==> src/rtl/serial_pack_pkg.sv <==
// Shared constants and state encodings for the serial pack scheduler.
package serial_pack_pkg;

    localparam logic [7:0] ACK_OK     = 8'hA5;
    localparam logic [7:0] ACK_FULL   = 8'hEE;
    localparam logic [7:0] ACK_FLUSH  = 8'h5A;
    localparam logic [7:0] CTRL_FLUSH = 8'hFF;

    typedef enum logic {
        A_IDLE    = 1'b0,
        A_COLLECT = 1'b1
    } asm_state_e;

    typedef enum logic [1:0] {
        D_IDLE  = 2'd0,
        D_START = 2'd1,
        D_WAIT  = 2'd2
    } disp_state_e;

endpackage

==> src/rtl/pack_fifo.sv <==
// Small circular queue of complete packs; flush beats push, push+pop allowed when full.
module pack_fifo #(
    parameter int unsigned WIDTH = 72,
    parameter int unsigned DEPTH = 2,
    localparam int unsigned PW   = $clog2(DEPTH)
) (
    input  logic             clk,
    input  logic             rst,
    input  logic             push_i,
    input  logic             pop_i,
    input  logic             flush_i,
    input  logic [WIDTH-1:0] din_i,
    output logic [WIDTH-1:0] head_c_o,
    output logic             full_c_o,
    output logic             empty_c_o,
    output logic [PW:0]      level_o
);

    logic [WIDTH-1:0] mem_q [DEPTH];
    logic [PW-1:0]    wr_ptr_q;
    logic [PW-1:0]    rd_ptr_q;
    logic [PW:0]      cnt_q;
    logic             do_push;
    logic             do_pop;

    assign empty_c_o = (cnt_q == '0);
    assign full_c_o  = (cnt_q == (PW+1)'(DEPTH));
    assign head_c_o  = mem_q[rd_ptr_q];
    assign level_o   = cnt_q;

    assign do_pop  = pop_i && !empty_c_o;
    assign do_push = push_i && !flush_i && (!full_c_o || do_pop);

    // Pointer and occupancy bookkeeping.
    always_ff @(posedge clk or posedge rst) begin
        if (rst) begin
            wr_ptr_q <= '0;
            rd_ptr_q <= '0;
            cnt_q    <= '0;
        end else if (flush_i) begin
            wr_ptr_q <= '0;
            rd_ptr_q <= '0;
            cnt_q    <= '0;
        end else begin
            if (do_push) wr_ptr_q <= wr_ptr_q + PW'(1);
            if (do_pop)  rd_ptr_q <= rd_ptr_q + PW'(1);
            cnt_q <= cnt_q + (PW+1)'(do_push) - (PW+1)'(do_pop);
        end
    end

    // Storage array; contents are don't-care until written.
    always_ff @(posedge clk) begin
        if (do_push) mem_q[wr_ptr_q] <= din_i;
    end

endmodule

==> src/rtl/serial_pack_scheduler.sv <==
// Frames UART bytes into packs, queues them, dispatches to the serial engine and acks each pack.
module serial_pack_scheduler
    import serial_pack_pkg::*;
#(
    parameter int unsigned DATA_BIT    = 32,
    parameter int unsigned PACK_NUM    = (DATA_BIT/8)*2+1,
    parameter int unsigned DEPTH       = 2,
    parameter int unsigned TIMEOUT_CYC = 20000,
    localparam int unsigned LVL_W      = $clog2(DEPTH)+1
) (
    input  logic                clk,
    input  logic                rst,
    input  logic [7:0]          i_data,
    input  logic                i_rx_done_tick,
    input  logic                i_busy,
    input  logic                i_done_tick,
    output logic                o_start,
    output logic [DATA_BIT-1:0] o_pattern,
    output logic [DATA_BIT-1:0] o_freq,
    output logic [7:0]          o_ctrl,
    input  logic                i_tx_ready,
    output logic                o_tx_start,
    output logic [7:0]          o_tx_data,
    output logic                o_frame_err,
    output logic [LVL_W-1:0]    o_q_level
);

    localparam int unsigned PACK_W = DATA_BIT*2+8;
    localparam int unsigned CNT_W  = $clog2(PACK_NUM);
    localparam int unsigned TMO_W  = $clog2(TIMEOUT_CYC);

    // Assembler state
    asm_state_e          asm_state_q, asm_state_d;
    logic [CNT_W-1:0]    byte_cnt_q, byte_cnt_d;
    logic [PACK_W-9:0]   shreg_q, shreg_d;
    logic [TMO_W-1:0]    tmo_q, tmo_d;
    logic                frame_err_q, frame_err_d;
    logic                pack_done_c;
    logic [PACK_W-1:0]   pack_c;

    // Dispatch state
    disp_state_e         disp_q, disp_d;
    logic                start_q, start_d;
    logic [PACK_W-1:0]   out_q, out_d;
    logic                pop_c;

    // Ack state
    logic                ack_pend_q, ack_pend_d;
    logic [7:0]          ack_code_q, ack_code_d;
    logic                tx_start_q, tx_start_d;
    logic [7:0]          tx_data_q, tx_data_d;
    logic [7:0]          ack_sel_c;
    logic                is_flush_c;

    // Queue interface
    logic [PACK_W-1:0]   head_c;
    logic                full_c;
    logic                empty_c;
    logic [LVL_W-1:0]    level;

    assign pack_c     = {shreg_q, i_data};
    assign is_flush_c = pack_done_c && (i_data == CTRL_FLUSH);

    pack_fifo #(
        .WIDTH (PACK_W),
        .DEPTH (DEPTH)
    ) u_fifo (
        .clk       (clk),
        .rst       (rst),
        .push_i    (pack_done_c && !is_flush_c),
        .pop_i     (pop_c),
        .flush_i   (is_flush_c),
        .din_i     (pack_c),
        .head_c_o  (head_c),
        .full_c_o  (full_c),
        .empty_c_o (empty_c),
        .level_o   (level)
    );

    // Byte framing with inter-byte timeout; a byte in the expiry cycle is accepted.
    always_comb begin
        asm_state_d = asm_state_q;
        byte_cnt_d  = byte_cnt_q;
        shreg_d     = shreg_q;
        tmo_d       = tmo_q;
        frame_err_d = 1'b0;
        pack_done_c = 1'b0;
        case (asm_state_q)
            A_IDLE: begin
                tmo_d = '0;
                if (i_rx_done_tick) begin
                    shreg_d     = {shreg_q[PACK_W-17:0], i_data};
                    byte_cnt_d  = CNT_W'(1);
                    asm_state_d = A_COLLECT;
                end
            end
            A_COLLECT: begin
                if (i_rx_done_tick) begin
                    tmo_d   = '0;
                    shreg_d = {shreg_q[PACK_W-17:0], i_data};
                    if (byte_cnt_q == CNT_W'(PACK_NUM-1)) begin
                        pack_done_c = 1'b1;
                        byte_cnt_d  = '0;
                        asm_state_d = A_IDLE;
                    end else begin
                        byte_cnt_d = byte_cnt_q + CNT_W'(1);
                    end
                end else if (tmo_q == TMO_W'(TIMEOUT_CYC-1)) begin
                    frame_err_d = 1'b1;
                    tmo_d       = '0;
                    byte_cnt_d  = '0;
                    asm_state_d = A_IDLE;
                end else begin
                    tmo_d = tmo_q + TMO_W'(1);
                end
            end
            default: asm_state_d = A_IDLE;
        endcase
    end

    // Queue-to-engine launch sequencing; launch waits for the engine to be idle.
    always_comb begin
        disp_d  = disp_q;
        start_d = 1'b0;
        out_d   = out_q;
        pop_c   = 1'b0;
        case (disp_q)
            D_IDLE: begin
                if (!empty_c && !i_busy) begin
                    pop_c  = 1'b1;
                    out_d  = head_c;
                    disp_d = D_START;
                end
            end
            D_START: begin
                if (!i_busy) begin
                    start_d = 1'b1;
                    disp_d  = D_WAIT;
                end
            end
            D_WAIT: begin
                if (i_done_tick) disp_d = D_IDLE;
            end
            default: disp_d = D_IDLE;
        endcase
    end

    // Ack code selection and single-slot pending ack (newest code wins).
    always_comb begin
        ack_pend_d = ack_pend_q;
        ack_code_d = ack_code_q;
        tx_start_d = 1'b0;
        tx_data_d  = tx_data_q;
        if (is_flush_c)            ack_sel_c = ACK_FLUSH;
        else if (!full_c || pop_c) ack_sel_c = ACK_OK;
        else                       ack_sel_c = ACK_FULL;
        if (ack_pend_q && i_tx_ready) begin
            tx_start_d = 1'b1;
            tx_data_d  = ack_code_q;
            ack_pend_d = 1'b0;
        end
        if (pack_done_c) begin
            ack_pend_d = 1'b1;
            ack_code_d = ack_sel_c;
        end
    end

    // State and output registers.
    always_ff @(posedge clk or posedge rst) begin
        if (rst) begin
            asm_state_q <= A_IDLE;
            byte_cnt_q  <= '0;
            shreg_q     <= '0;
            tmo_q       <= '0;
            frame_err_q <= 1'b0;
            disp_q      <= D_IDLE;
            start_q     <= 1'b0;
            out_q       <= '0;
            ack_pend_q  <= 1'b0;
            ack_code_q  <= '0;
            tx_start_q  <= 1'b0;
            tx_data_q   <= '0;
        end else begin
            asm_state_q <= asm_state_d;
            byte_cnt_q  <= byte_cnt_d;
            shreg_q     <= shreg_d;
            tmo_q       <= tmo_d;
            frame_err_q <= frame_err_d;
            disp_q      <= disp_d;
            start_q     <= start_d;
            out_q       <= out_d;
            ack_pend_q  <= ack_pend_d;
            ack_code_q  <= ack_code_d;
            tx_start_q  <= tx_start_d;
            tx_data_q   <= tx_data_d;
        end
    end

    assign o_start     = start_q;
    assign o_pattern   = out_q[PACK_W-1 -: DATA_BIT];
    assign o_freq      = out_q[DATA_BIT+7 -: DATA_BIT];
    assign o_ctrl      = out_q[7:0];
    assign o_tx_start  = tx_start_q;
    assign o_tx_data   = tx_data_q;
    assign o_frame_err = frame_err_q;
    assign o_q_level   = level;

endmodule

==> config.mk <==
export PLATFORM = sky130hd
export DESIGN_NAME = serial_pack_scheduler
export DESIGN_NICKNAME = d
export VERILOG_FILES = /design/src/rtl/serial_pack_pkg.sv /design/src/rtl/pack_fifo.sv /design/src/rtl/serial_pack_scheduler.sv
export SDC_FILE = /design/constraint.sdc
export NUM_CORES = 1
export LEC_CHECK = 0
export ABC_AREA = 1
export BUFFER_PORTS_ARGS = -buffer_cell sky130_fd_sc_hd__buf_4
export CORE_MARGIN = 1
export CORE_UTILIZATION = 60
export CTS_BUF_LIST = sky130_fd_sc_hd__clkbuf_8
export CTS_CLUSTER_SIZE = 10
export DETAILED_ROUTE_END_ITERATION = 16
export PLACE_DENSITY = 0.84
export SYNTH_ARGS = -nofsm -noshare
export SYNTH_HDL_FRONTEND = slang
export SYNTH_SLANG_ARGS = --single-unit
==> constraint.sdc <==
create_clock -name clk -period 13.22 [get_ports clk]
set_clock_uncertainty 0.05 [all_clocks]
set_input_delay 0.661 -clock clk [delete_from_list [all_inputs] [get_ports clk]]
set_output_delay 0.661 -clock clk [all_outputs]
set_load 0.01 [all_outputs]
# After elaboration in Yosys (flattened, before gate mapping)

Memories as Yosys holds them, arrays and structs flattened. A register that Yosys moved wholly into a read port is not among the register bits.
Cells that the tools add are included.

Bitwise logic cells: 1
Add/subtract/negate cells: 6
Reduce and logical (&&, ||, !) cells: 21
Mux-type cells: 40
Eq/ne operators: 11

Operator list:

| kind                                                                    | count |
|---|---|
| 64-bit two-way mux                                                      | 1 |
| 15-bit two-way mux                                                      | 2 |
| 15-bit one-hot mux with 2 select lines                                  | 1 |
| 1-bit two-way mux                                                       | 23 |
| 4-bit two-way mux                                                       | 4 |
| 15-bit by 1-bit adder with 15-bit output, second input constant         | 1 |
| 15-bit equality test, second input constant                             | 1 |
| 8-bit equality test, second input constant                              | 1 |
| 2-bit two-way mux                                                       | 4 |
| 8-bit two-way mux                                                       | 1 |
| 2-bit inequality test, second input constant                            | 4 |
| 4-bit one-hot mux with 2 select lines                                   | 1 |
| 1-bit logical AND                                                       | 7 |
| 7-bit two-way mux                                                       | 1 |
| 2-bit one-hot mux with 3 select lines                                   | 1 |
| 2-bit nonzero test                                                      | 3 |
| 4-bit by 1-bit adder with 4-bit output, second input constant           | 1 |
| 2-bit equality test, second input constant                              | 2 |
| 4-bit equality test, second input constant                              | 1 |
| 1-bit logical NOT                                                       | 4 |
| 2-bit logical NOT                                                       | 2 |
| 2-bit AND reduction                                                     | 2 |
| 3-bit by 2-bit inequality test with 1-bit output, second input constant | 1 |
| 3-bit AND reduction                                                     | 1 |
| other kinds (7)                                                         | 9 |

Flip-flop bits (word level): 110
Memories kept: 1
Memory bits (writable): 144
Input port bits: 14

Memories:

| name         | depth | bits a word | rd ports | clocked after Yosys merged registers in | write ports | RTL line        | text |
|---|---|---|---|---|---|---|---|
| u_fifo.mem_q | 2     | 72          | 1        | 1                                       | 1           | pack_fifo.sv:19 | `logic [WIDTH-1:0] mem_q [DEPTH];` |

# Depth between registers and ports, before layout

Gate-level depths: netlist of run 1.

Depth after elaboration: 12
Gate-level depth with buffers: 11
Mapped depth without buffers: 11

# Hierarchy

Synthesis of run 1 repeated with hierarchy kept, for this count alone.

Cell total of the unflattened synthesis: 1211
Area, all modules: 12423.2 µm²

By module, submodules not included:

| module                | instances | cells an instance | area an instance (µm²) |
|---|---|---|---|
| serial_pack_scheduler | 1         | 798               | 6857.8 |
| pack_fifo             | 1         | 413               | 5565.3 |

# Least setup slack after synthesis of run 1

OpenSTA, ideal clock, no wires.

Path type: flip-flop to flip-flop
Start: register byte_cnt_q[0]
End: memory u_fifo.mem_q[1][0] (enable)
Library setup time: 0.503 ns
Path buffers: 0
Arrival: 4.194 ns
Path slack: 8.473 ns
Clock period less this slack: 4.747 ns
Cell stages (with the launch flop): 9
Cells stage by stage: dfrtp_1 > inv_1 > ha_1 > nand2_1 > nor2_1 > nand3_2 > inv_1 > nand3_1 > nor2_1

Word-level cells in the longest chain between the ends: 11

Ends and longest elaborated chain:

| item                                        | RTL line                                     | text |
|---|---|---|
| start: declaration                          | serial_pack_scheduler.sv:34                  | `logic [CNT_W-1:0] byte_cnt_q, byte_cnt_d;` |
| start signal: assignment                    | serial_pack_scheduler.sv:185                 | `byte_cnt_q <= byte_cnt_d;` |
| 4-bit equality test (*)                     | serial_pack_scheduler.sv:101                 | `if (byte_cnt_q == CNT_W'(PACK_NUM-1)) begin` |
| 1-bit two-way mux (*)                       | serial_pack_scheduler.sv:101                 |  |
| 1-bit two-way mux (*)                       | serial_pack_scheduler.sv:98                  | `if (i_rx_done_tick) begin` |
| 1-bit two-way mux (*)                       | serial_pack_scheduler.sv:88                  | `case (asm_state_q)` |
| 1-bit logical AND                           | serial_pack_scheduler.sv:62                  | `assign is_flush_c = pack_done_c && (i_data == CTRL_FLUSH);` |
| 1-bit logical NOT                           | pack_fifo.sv:32, serial_pack_scheduler.sv:70 |  |
| 1-bit logical AND                           | serial_pack_scheduler.sv:70                  | `.push_i (pack_done_c && !is_flush_c),` |
| 1-bit logical AND (*) (2 in series)         | pack_fifo.sv:32                              | `assign do_push = push_i && !flush_i && (!full_c_o \|\| do_pop);` |
| 1-bit two-way mux (*)                       | pack_fifo.sv:53                              | `if (do_push) mem_q[wr_ptr_q] <= din_i;` |
| 1-bit two-way mux (not written as such) (*) | pack_fifo.sv:53                              |  |
| end: declaration                            | pack_fifo.sv:19                              |  |

Every way passes the cells marked *; elsewhere a longest branch is shown, timed or not.

# Worst setup path after layout of run 1

Start: register byte_cnt_q[0]
End: memory u_fifo.mem_q[1][37] (enable)

Same word-level chain as after synthesis.

==> summary.txt, run 1 <==
Placement
  – Post-DP HPWL: 13.1 mm
  – I/O Buffers: 98
  – Routability cong.: 0.832

Setup path
  – Critical path required time: 13.34 ns
  – Endpoint class of the critical path: flip-flop
  – Crit Path Class: reg2reg
  – Crit-path max FO: 72
  – RR Startpoint: byte_cnt_q[0]$_DFFE_PP0P_
  – CP Launch Type: flip-flop
  – CP Data Arrival Time: 2.88 ns
  – Critical path startpoint: byte_cnt_q[0]$_DFFE_PP0P_

Global routing
  – Initial antenna violation count: 0
  – First-pass GRT wire length: 36.4 mm
  – Largest net degree at the start of global routing: 106
  – Grt total ovfl: 0
  – Vias in the first global route: 7636
  – Total GRT Usage: 22.4%

Clock tree
  – H-tree Lvls: 2
  – Clock Pin Slew Worst Setup and Hold Paths: 0.06 ns
  – Num CTS Buffers: 49
  – CTS tree: built
  – Worst-skew pair later-pin latency: 0.56 ns
  – Postcts setup bufs: 0
  – Clk root buf: clkbuf_8
  – CTS Hold Bufs: 0
  – # resized after CTS: 0
  – TritonCTS Sinks: 318
  – Maximum root-to-sink buffer count: 3

Route
  – Post-Route WL: 22.1 mm
  – Vias: 7925
  – Routed len/inst: 14.4 um
  – Vias per inst: 5.16
  – Antenna-violating nets left: 0
  – 1st-iter DRT viols: 592
  – First drt pass iteration count: 5
  – DRC: 0

Pwr
  – Logic gate share of total power: 22.7%
  – P per Cell Area: 195 mW/mm^2
  – Maximum vdd drop: 137 uV
  – Sw power: 0.000836 W
  – Static Leak: 6.53 nW
  – Power Total: 0.00271 W
  – Seq pwr share: 49.2%
  – Clk network pwr share: 28.1%
  – Switching Fraction: 30.8%
  – Int Power: 0.00188 W

Finish
  – Final Util: 71.0%
  – Ant diodes: 0
  – Layout area overhead: 14.7%
  – Fill cell count: 1386
  – Layout cells sized above 1: 14.0%
  – Final net count: 1251

Status
  – Status: completed

Logic synthesis
  – Net Count, Synth: 1148
  – Register bit count reported by yosys: 318
  – Post-synthesis cell type count: 28
  – Yosys warns: 0
  – Syn Inst Count: 1129
  – Sequential area share after synthesis: 71.3%
  – Avg Inst Size Synth: 10.8 sq um
  – Post-synthesis cell area: 0.0122 sq mm
  – Yosys top cell area share: 35.8%
  – Synth top cells by count: 395 x nand2_1, 174 x dfrtp_1, 144 x edfxtp_1
  – Top cell type by total area after synthesis: dfrtp_1
  – Synth async-reset ratio: 54.7%
  – Number of flops mapped to enable cells by yosys: 144
  – Predominant post-synthesis flop cell: dfrtp_1
  – Synth top area cells: dfrtp_1 36%, edfxtp_1 36%, nand2_1 12%
  – Cell with the most instances after synthesis: nand2_1

Timing
  – F_max: 363 MHz
  – Setup tns final: 0 ns
  – Max_slew headroom: 23.2%
  – Final Hold Fails: 0
  – Final Cycle Share: 20.9%
  – Worst Tran Pin Value: 1.15 ns
  – Post-layout minimum cycle time: 2.76 ns
  – Finish-stage setup viols: 0
  – Max Slew Vio Count: 0
  – RSZ-0062 raised after global routing: no

Worst hold path
  – Hold path start: i_busy
  – Min-Delay Path Class: in2reg

Job
  – Max capacitance violation total: 0

Floorplan
  – Die Area: 0.0209 sq mm
  – Initial Util: 61.9%
  – Die width: 144 um
  – I/O pin count: 99
  – Core Rows: 51
  – Floorplan die height: 144 um
  – Core Region: 0.0197 sq mm
## cell usage in the layout (no fill, tap or decap), types with 3 or more instances in the layout
cell type and instances:
clkbuf_8 56, xor2_1 3, ha_1 5, xnor2_1 5, nor2_1 46, clkinv_1 10
nand2_1 395, o21ai_1 43, o21ai_0 109, edfxtp_1 144, nand3_1 19, buf_4 103
nand4_1 4, a21oi_1 5, nor3_1 7, inv_1 121, clkinv_2 7, dfrtp_1 173
## routing by layer
metal	routed length, um	global-route usage, %
met5	0	0
met4	551	9.20
met3	1200	4.17
met2	10700	36.6
met1	9680	29.7
## sequential cells by signal (all words and copies together) (netlist names)
register	count
ack_code_q	4
byte_cnt_q	4
shreg_q	64
u_fifo.wr_ptr_q	1
o_tx_start	1
tmo_q	15
u_fifo.rd_ptr_q	1
o_start	1
u_fifo.level_o	2
o_frame_err	1
o_tx_data	4
asm_state_q	1
disp_q	2
u_fifo.mem_q	144
out_q	72
ack_pend_q	1
## worst max-delay path, stage by stage, from the launching register on
cell and delay (ns):
dfrtp_1 0.41, inv_1 0.09, ha_1 0.14, nand2_1 0.05, nor2_1 0.19, nand3_2 0.15
inv_1 0.15, nand3_1 0.20, nor2_4 0.12, buf_4 0.75
## per-stage QoR
stage | hold slack (ns) | instance area [sq um] | cells | setup WS [ns]
global placement | 0.403 | 13000 | 1446 | 10.08
finish | 0.220 | 14000 | 1536 | 10.46
global route | 0.211 | 14000 | 1536 | 10.23
detailed placement | 0.413 | 13000 | 1446 | 10.02
floorplan | 0.380 | 12200 | 1129 | 7.79
CTS | 0.189 | 14000 | 1536 | 10.47
## worst paths after layout
kind,cells after the start,slack [ns],to
setup / recovery,9,10.46,u_fifo.mem_q[1][37]$_DFFE_PP_
hold / removal,2,0.22,o_start$_DFF_PP0_
setup reg to reg,9,10.46,u_fifo.mem_q[1][37]$_DFFE_PP_
hold reg to reg,1,0.42,tmo_q[0]$_DFF_PP0_
max in group asynchronous,3,11.39,shreg_q[27]$_DFFE_PP0P_
min in group asynchronous,2,0.25,out_q[6]$_DFFE_PP0P_
## power by group through the flow
stage / clock network (W) / registers (W) / logic, W
5_1_grt: 0.000823 / 0.00135 / 0.000707
6_report: 0.000764 / 0.00133 / 0.000616
3_3_place_gp: 0 / 0.00134 / 0.000600
4_1_cts: 0.000778 / 0.00133 / 0.000628
2_1_floorplan: 0 / 0.00136 / 0.000346
3_5_place_dp: 0 / 0.00135 / 0.000624
## final cells by class
cell class              instances  area, sq um  share of cell area (%)
flip-flops and latches        318         8680                    62.2
multi-input cells             651         2810                    20.1
repair buffers                103          773                    5.54
clock buffers                  56          771                    5.52
inverters                     109          418                    3.00
well taps                     265          332                    2.38
clock inverters                34          166                    1.19
## cell families after synthesis
group | count (synthesis) | synth area share [%]
compound gates | 158 | 6.52
xor+xnor | 8 | 0.576
fa+ha+maj | 5 | 0.514
buf+inv | 160 | 5.65
flops | 318 | 71.3
simple gates | 480 | 15.4
No activity file was read; power rests on OpenSTA's default activity.
==> run 2: changes to the inputs <==
==> constraint.sdc (replaced) <==
create_clock -name clk -period 2.77 [get_ports clk]
set_clock_uncertainty 0.05 [all_clocks]
set_input_delay 0.1385 -clock clk [delete_from_list [all_inputs] [get_ports clk]]
set_output_delay 0.1385 -clock clk [all_outputs]
set_load 0.01 [all_outputs]
==> run 2 against run 1 <==
- non-clock buffer count rose by 23
- via count rose by 1.7%
- global-route usage is 1.1 points higher
- power grew to 4.8 times the previous value
- clock-buffer cell count down 1
- final cell count increased by 1.2%
- clock power grew to 4.7 times the previous value
- sequential power rose to 4.8 times the previous value
- register-to-register slack worse by 10 ns
- largest power group unchanged
- highest routed layer unchanged
==> summary.txt, run 2 (synthesis results as in run 1) <==
Timing
  – F_max: 418 MHz
  – Worst Slack Setup Final: 0.376 ns
  – Final Hold Fails: 0
  – Max_slew headroom: 46.2%
  – Finish-stage setup viols: 0
  – Setup tns final: 0 ns
  – Max Slew Vio Count: 0
  – Worst Tran Pin Value: 0.806 ns
  – RSZ-0062 raised after global routing: no
  – Post-layout minimum cycle time: 2.39 ns
  – Final Cycle Share: 86.4%

Setup path
  – Critical Path Max Stage Delay: 0.40 ns
  – Endpoint class of the critical path: flip-flop
  – CP cell instances: inv_1 -> ha_1 -> nand2_1 -> nor2_1 -> nand3_2 -> inv_1 -> nand3_1 -> nor2_4 -> buf_12
  – Critical path required time: 2.91 ns
  – Crit Path Class: reg2reg
  – CP Data Arrival Time: 2.53 ns
  – Crit path depth: 9
  – Max stage delay cell, worst path: dfrtp_1
  – Crit-path max FO: 72
  – FF-to-FF path depth: 9
  – CP Launch Type: flip-flop
  – CP delay by family, top: simple AND/OR/NAND/NOR gates
  – CP most frequent cell: inv_1
  – Critical path buffers and inverters: 3

Route
  – Antenna-violating nets left: 0
  – Vias per inst: 5.18
  – Post-Route WL: 23.2 mm
  – 1st-iter DRT viols: 602
  – Routed len/inst: 14.9 um
  – Vias: 8060
  – DRC: 0
  – First drt pass iteration count: 5

Pwr
  – Static Leak: 6.66 nW
  – Int Power: 0.00899 W
  – Seq pwr share: 49.0%
  – Sw power: 0.00402 W
  – P per Cell Area: 915 mW/mm^2
  – Clk network pwr share: 27.5%
  – Maximum vdd drop: 583 uV
  – Power Total: 0.0130 W
  – Switching Fraction: 30.9%
  – Logic gate share of total power: 23.5%

Clock tree
  – Maximum root-to-sink buffer count: 3
  – Clk root buf: clkbuf_8
  – TritonCTS Sinks: 318
  – Postcts setup bufs: 0
  – H-tree Lvls: 2
  – Clock Pin Slew Worst Setup and Hold Paths: 0.06 ns
  – CTS tree: built
  – Worst-skew pair later-pin latency: 0.55 ns
  – Num CTS Buffers: 47

Finish
  – Biggest regs: u_fifo.mem_q x144, out_q x72, shreg_q x64
  – Final net count: 1272
  – Most common cell after layout, fill and taps aside: nand2_1
  – Max reg flops: 144
  – Most frequent cells in the layout: 395 x nand2_1, 173 x dfrtp_1, 144 x edfxtp_1
  – Layout cells sized above 1: 14.5%
  – Layout area overhead: 16.9%
  – Largest Register: u_fifo.mem_q
  – Fill cell count: 1317
  – Ant diodes: 0

Floorplan
  – I/O pin count: 99
  – Die width: 144 um
  – Initial Util: 61.9%
  – Die Area: 0.0209 sq mm
  – Core Rows: 51
  – Floorplan die height: 144 um
  – Core Region: 0.0197 sq mm

Global routing
  – Largest net degree at the start of global routing: 87
  – Initial antenna violation count: 0
  – Grt total ovfl: 0
  – First-pass GRT wire length: 37.8 mm
  – Vias in the first global route: 7832
  – Total GRT Usage: 23.5%

Worst hold path
  – Hold path depth: 3
  – Min-Delay Path Class: in2reg

Placement
  – Pre-CTS WS: 0.370 ns
  – I/O Buffers: 98
  – Routability cong.: 0.876
  – Post-DP HPWL: 14.1 mm

Status
  – Status: completed

Job
  – Max capacitance violation total: 0
[run 2: cell types whose count changed in the layout (fill, tap and decap cells not counted), moves of 2 or more]
cell           before  now
buf_12              0    7
clkinvlp_4          0    3
clkinv_2            7    5
buf_4             103  106
dlygate4sd3_1       0   13
inv_1             121  127
clkinv_1           10    1
[run 2: cell type report]
class                      instances  area, sq um  area share, %
tap                              265          332           2.33
clock inverter                    31          158           1.11
sequential                       318         8680           61.0
inverter                         109          419           2.95
timing repair buffer             126         1070           7.49
clock buffer                      55          757           5.32
multi-input combinational        651         2810           19.8
[run 2: through the flow]
| step | util (%) | instance area [sq um] | hold WS, ns | instances |
|---|---|---|---|---|
| floorplan | - | 12200 | 0.162 | 1129 |
| global placement | 67.1 | 13200 | 0.263 | 1456 |
| detailed placement | 67.1 | 13200 | 0.268 | 1456 |
| CTS | 72.4 | 14200 | 0.211 | 1555 |
| global route | 72.4 | 14200 | 0.232 | 1555 |
| finish | 72.4 | 14200 | 0.246 | 1555 |
[run 2: worst reg2reg max path, cell delays in order, from the launching register on]
cell	delay [ns]
dfrtp_1	0.40
inv_1	0.09
ha_1	0.15
nand2_1	0.06
nor2_1	0.23
nand3_2	0.17
inv_1	0.13
nand3_1	0.19
nor2_4	0.17
buf_12	0.36
[run 2: repair_timing]
| action | in CTS | in global routing |
|---|---|---|
| hold buffers | 13 | 0 |
| setup endpoints to repair | 0 | 0 |
| endpoints found under the hold margin | 79 | 0 |
| gates resized for setup | 0 | 0 |
[run 2: power by group through the flow]
stage / registers, W / logic [W] / clock network (W)
global placement: 0.00642 / 0.00294 / 0
finish: 0.00638 / 0.00306 / 0.00358
CTS: 0.00638 / 0.00310 / 0.00364
global route: 0.00648 / 0.00344 / 0.00385
floorplan: 0.00649 / 0.00165 / 0
detailed placement: 0.00645 / 0.00305 / 0
[run 2: path summary, 6_finish.rpt]
path	start	endpoint	slack (ns)
setup / recovery	byte_cnt_q[0]$_DFFE_PP0P_	u_fifo.mem_q[1][62]$_DFFE_PP_	0.38
max in group asynchronous	rst	shreg_q[38]$_DFFE_PP0P_	1.66
setup reg to reg	byte_cnt_q[0]$_DFFE_PP0P_	u_fifo.mem_q[1][62]$_DFFE_PP_	0.38
hold / removal	i_busy	o_start$_DFF_PP0_	0.25
hold reg to reg	tmo_q[0]$_DFF_PP0_	tmo_q[0]$_DFF_PP0_	0.42
min in group asynchronous	rst	tmo_q[5]$_DFF_PP0_	0.26
[run 2: layer usage]
metal / wire length [um] / global-route usage, %
met1: 9840 / 31.0
met2: 11600 / 39.5
met3: 1310 / 4.24
met4: 518 / 8.31
met5: 0 / 0
